==> src/rtl/seven_segment_scan_driver.sv <==
// seven_segment_scan_driver
//   Drives a row of common-anode seven-segment digits by time multiplexing.
//   A snapshot of value/dp_in/digit_en is captured on load. One digit is
//   shown per REFRESH_DIV-cycle slot. The first BLANK_CYCLES cycles of each
//   slot keep every anode off to suppress ghosting.
// Ports:
//   clk, rst          clock, synchronous active-high reset
//   value             packed hex nibbles, nibble 0 is the rightmost digit
//   dp_in, digit_en   per-digit decimal point / enable
//   blank_lz          suppress leading zeros (digit 0 is always shown)
//   load              capture value, dp_in and digit_en into the snapshot
//   s_a..s_g, dp      segment drives, active-low
//   anode             digit enables, active-low, at most one low
//   digit_idx         current slot index

// Per-digit hex decode. seg is active-high {g,f,e,d,c,b,a}.
module seg_digit_lane (
  input  logic [3:0] nibble,
  output logic [6:0] seg,
  output logic       nz
);
  always_comb begin
    seg = 7'h00;
    unique case (nibble)
      4'h0: seg = 7'h3F;
      4'h1: seg = 7'h06;
      4'h2: seg = 7'h5B;
      4'h3: seg = 7'h4F;
      4'h4: seg = 7'h66;
      4'h5: seg = 7'h6D;
      4'h6: seg = 7'h7D;
      4'h7: seg = 7'h07;
      4'h8: seg = 7'h7F;
      4'h9: seg = 7'h6F;
      4'hA: seg = 7'h77;
      4'hB: seg = 7'h7C;
      4'hC: seg = 7'h39;
      4'hD: seg = 7'h5E;
      4'hE: seg = 7'h79;
      4'hF: seg = 7'h71;
    endcase
  end
  assign nz = |nibble;
endmodule

module seven_segment_scan_driver #(
  parameter int NUM_DIGITS   = 8,
  parameter int REFRESH_DIV  = 100000,
  parameter int BLANK_CYCLES = 1000,
  localparam int IDX_W = (NUM_DIGITS > 1) ? $clog2(NUM_DIGITS) : 1
) (
  input  logic                    clk,
  input  logic                    rst,
  input  logic [4*NUM_DIGITS-1:0] value,
  input  logic [NUM_DIGITS-1:0]   dp_in,
  input  logic [NUM_DIGITS-1:0]   digit_en,
  input  logic                    blank_lz,
  input  logic                    load,
  output logic                    s_a,
  output logic                    s_b,
  output logic                    s_c,
  output logic                    s_d,
  output logic                    s_e,
  output logic                    s_f,
  output logic                    s_g,
  output logic                    dp,
  output logic [NUM_DIGITS-1:0]   anode,
  output logic [IDX_W-1:0]        digit_idx
);
  localparam int PRE_W = $clog2(REFRESH_DIV);

  logic [PRE_W-1:0]        pre, pre_nxt;
  logic [IDX_W-1:0]        idx, idx_nxt;
  logic                    wrap;
  logic [4*NUM_DIGITS-1:0] val_q, val_d;
  logic [NUM_DIGITS-1:0]   dpin_q, dpin_d, en_q, en_d;

  // Outputs are built from next-state values so they move on the same edge
  // as digit_idx, and a load takes effect on the edge that captures it.
  assign wrap    = (pre == PRE_W'(REFRESH_DIV - 1));
  assign pre_nxt = wrap ? '0 : pre + PRE_W'(1);
  assign val_d   = load ? value    : val_q;
  assign dpin_d  = load ? dp_in    : dpin_q;
  assign en_d    = load ? digit_en : en_q;

  always_comb begin
    idx_nxt = idx;
    if (wrap)
      idx_nxt = (idx == IDX_W'(NUM_DIGITS - 1)) ? '0 : idx + IDX_W'(1);
  end

  logic [NUM_DIGITS-1:0][6:0] lane_seg;
  logic [NUM_DIGITS-1:0]      lane_nz;

  for (genvar k = 0; k < NUM_DIGITS; k++) begin : g_lane
    seg_digit_lane u_lane (
      .nibble (val_d[4*k +: 4]),
      .seg    (lane_seg[k]),
      .nz     (lane_nz[k])
    );
  end

  logic past_blank;
  if (BLANK_CYCLES == 0) begin : g_noblank
    assign past_blank = 1'b1;
  end else begin : g_blank
    assign past_blank = (pre_nxt >= PRE_W'(BLANK_CYCLES));
  end

  // Walk from the most significant digit down; a digit is a leading zero
  // while no nonzero nibble has been seen at or above it.
  logic [NUM_DIGITS-1:0] lz_blank;
  logic                  above_nz;
  always_comb begin
    lz_blank = '0;
    above_nz = 1'b0;
    for (int k = NUM_DIGITS - 1; k >= 0; k--) begin
      above_nz = above_nz | lane_nz[k];
      if (blank_lz && k != 0 && !above_nz) lz_blank[k] = 1'b1;
    end
  end

  logic [6:0] sel_seg;
  logic       sel_dp, sel_en, sel_lz, lit;
  always_comb begin
    sel_seg = '0;
    sel_dp  = 1'b0;
    sel_en  = 1'b0;
    sel_lz  = 1'b0;
    for (int k = 0; k < NUM_DIGITS; k++) begin
      if (idx_nxt == IDX_W'(k)) begin
        sel_seg = lane_seg[k];
        sel_dp  = dpin_d[k];
        sel_en  = en_d[k];
        sel_lz  = lz_blank[k];
      end
    end
  end
  assign lit = past_blank & sel_en & ~sel_lz;

  logic [NUM_DIGITS-1:0] anode_q;
  logic [6:0]            seg_q;
  logic                  dp_q;

  always_ff @(posedge clk) begin
    if (rst) begin
      pre     <= '0;
      idx     <= '0;
      val_q   <= '0;
      dpin_q  <= '0;
      en_q    <= '0;
      anode_q <= '1;
      seg_q   <= '1;
      dp_q    <= 1'b1;
    end else begin
      pre     <= pre_nxt;
      idx     <= idx_nxt;
      val_q   <= val_d;
      dpin_q  <= dpin_d;
      en_q    <= en_d;
      anode_q <= lit ? ~(NUM_DIGITS'(1) << idx_nxt) : '1;
      seg_q   <= lit ? ~sel_seg : '1;
      dp_q    <= lit ? ~sel_dp : 1'b1;
    end
  end

  assign {s_g, s_f, s_e, s_d, s_c, s_b, s_a} = seg_q;
  assign dp        = dp_q;
  assign anode     = anode_q;
  assign digit_idx = idx;
endmodule

==> config.mk <==
export PLATFORM = sky130hd
export DESIGN_NAME = seven_segment_scan_driver
export DESIGN_NICKNAME = d
export VERILOG_FILES = /design/src/rtl/seven_segment_scan_driver.sv
export SDC_FILE = /design/constraint.sdc
export NUM_CORES = 1
export LEC_CHECK = 0
export BUFFER_PORTS_ARGS = -buffer_cell sky130_fd_sc_hd__buf_2
export CORE_ASPECT_RATIO = 0.75
export CORE_UTILIZATION = 40
export DETAILED_ROUTE_END_ITERATION = 8
export PLACE_DENSITY = 0.63
export SYNTH_ARGS = -nofsm -noshare
export SYNTH_HDL_FRONTEND = slang
export SYNTH_SLANG_ARGS = --single-unit
==> constraint.sdc <==
create_clock -name clk -period 7.1 [get_ports clk]
set_input_delay 0.71 -clock clk [delete_from_list [all_inputs] [get_ports clk]]
set_output_delay 0.71 -clock clk [all_outputs]
set_load 0.01 [all_outputs]
==> metrics <==
outcome completed; Static Leak 2.92 nW; CTS tree built; Final Cell Area 6640 sq um; final WL 16000 microns; CTS clk-pin slew, worst paths 0.07 ns; Synth Area per Inst 8.69 sq um; top_reg_cell synth dfxtp_1; RSZ-0062 raised after global routing no; Fin. Hold Viols 0; gp weighted congestion between 0.9 and 1; Max Transition Viols Final 0; Layout Area Growth over Synthesis 12.9%; skew final between 0.01 and 0.015 ns; Worst slew margin 0.288; row cnt 37; clock sink total 84; 1st-iter DRT viols 409; share of layout cells above drive strength 1 0.175; Power Dens Cells about 180 nW/um^2; buffer depth of the longest clock path 2; Post-CTS Setup Bufs 0; Initial Utilization 0.419; Post-CTS Hold Fix Bufs 0; fin crit share 0.553; Synth async-reset ratio 0; #FFs+latches synth 84; Die H 107 microns; Final Critical Period 3.93 ns; Tightest Pin Transition slightly above 1 ns; share of the synthesized area in the top cell type 0.286; Seq/Total Area, Yosys 0.286; Port Buffers 70; f_max 255 MHz; Post-synth EDFFs 0; crit start category flip-flop; core area 14000 sq um; global-route wire length before repair 25700 microns; commonest non-fill, non-tap cell in the layout nor2_1; Setup crit end kind flip-flop; peak supply drop slightly above 0.0001 V; die area 15200 sq um; H-tree depth 3; Ant. Diodes 0; final setup fails 0; post-detail-place hpwl 11900 microns; Die X approximately 140 microns; WP data arrival 4.10 ns; top post-synthesis cells by area dfxtp_1 29%, mux2i_1 13%, ha_1 11%; Initial DRT Pass Iterations 7; Hold Path Class reg2reg; Post-DP Area 6360 sq um; CP Max Fanout 16; Crit Path Category reg2reg; syn_nets 780; Synth Warn # 0; Resize count post-CTS 0; TNS Setup 0 ns; DR DRC count 0; DR vias/cell ~5.7; Distinct cells, synth 63; Post-Syn Area ~6000 sq um; Max-Cap Viols 0; Synth area leader dfxtp_1; Tot GR Track Use 0.215; ANT nets after route 0; # nets final around 840; worst path required time 7.27 ns; vias in the first global route 4933; Inserted Clock Buffers 9; initial antenna violation count 0; IO Pins 71; GRT overflow 0; most frequent cells in the layout 102 x nor2_1, 84 x dfxtp_1, 74 x mux2i_1; Mapped Cells 677; pin count of the biggest net entering global routing 66; Root Driver clkbuf_16; routed via count 5345; Clock Latency Late Sink 0.35 ns; drt wl/cell 17.2 microns
## power by group
part	internal [mW]	switching (mW)	total (mW)
logic	0.102	0.148	0.250
clock network	0.242	0.219	0.461
registers	0.488	0.00695	0.495
total	0.832	0.374	1.21
## final timing paths
kind              cells past startpoint        to    from  slack (ns)
setup / recovery                      8  seg_q[4]  pre[0]        3.17
hold / removal                        1    pre[0]  pre[0]        0.49
setup reg to reg                      8  seg_q[4]  pre[0]        3.17
hold reg to reg                       1    pre[0]  pre[0]        0.49
## Yosys cell counts, drive strengths merged (5+ instances only)
master and n:
o31ai 5, o32ai 6, nand2 49, inv 25, nand3 29, nor2 103, xnor2 7, a21oi 24
nor3 19, nor2b 6, clkbuf 19, nor4 7, a211oi 9, a31oi 5, o21ai 21, mux4 8
o22ai 15, ha 51, mux2 22, mux2i 75, dfxtp 84, xor2 9, nand4 7, buf 13
o221ai 8
## flip-flops by register name, summed over array words and instances (netlist names)
signal / cells
anode: 8
seg_q: 7
pre: 17
dp: 1
en_q: 8
digit_idx: 3
val_q: 32
dpin_q: 8
## routing by layer
layer,vias up,GRT usage,wire [microns],part of all wire
met4,0,0.0530,172,0.011
li1,2581,-,-,-
met2,194,0.323,6910,0.43
met1,2554,0.311,7890,0.49
met3,16,0.0415,1060,0.066
met5,-,0,0,0
## worst max-delay path, stage by stage (launching register included)
cell and delay, ns:
dfxtp_1 0.39, ha_1 0.31, and4_1 0.28, nand4_2 0.42
mux2_2 0.61, nor2_1 0.43, a221oi_1 0.23, a2111oi_4 0.82
o221ai_1 0.25
## kinds of logic (layout without fill, tap and decap cells)
group           count (synthesis)  in the layout  share of synthesized area
compound gates                123            123                      0.146
xor+xnor                       16             16                     0.0238
fa+ha+maj                      51             51                      0.108
buf+inv                        57            118                     0.0451
flops                          84             84                      0.286
mux                           105            105                      0.202
simple gates                  241            241                      0.189
## metrics by stage
stage | worst slack, ns | util | hold slack (ns) | cells | total power, mW
floorplan | 3.17 | - | 0.442 | 677 | 0.688
global placement | 3.01 | 0.453 | 0.459 | 917 | 0.746
detailed placement | 2.86 | 0.453 | 0.473 | 917 | 0.753
CTS | 3.18 | 0.473 | 0.489 | 933 | 1.21
global route | 2.84 | 0.473 | 0.506 | 933 | 1.26
finish | 3.17 | 0.473 | 0.493 | 933 | 1.21
## final cells by class
type | count | area, sq um
sequential | 84 | 1680
fill | 1390 | 7390
clock buffer | 9 | 225
inverter | 25 | 93.8
tap | 195 | 244
timing repair buffer | 77 | 405
multi-input combinational | 536 | 3940
clock inverter | 7 | 56.3
(Power assumes the default switching activity.)
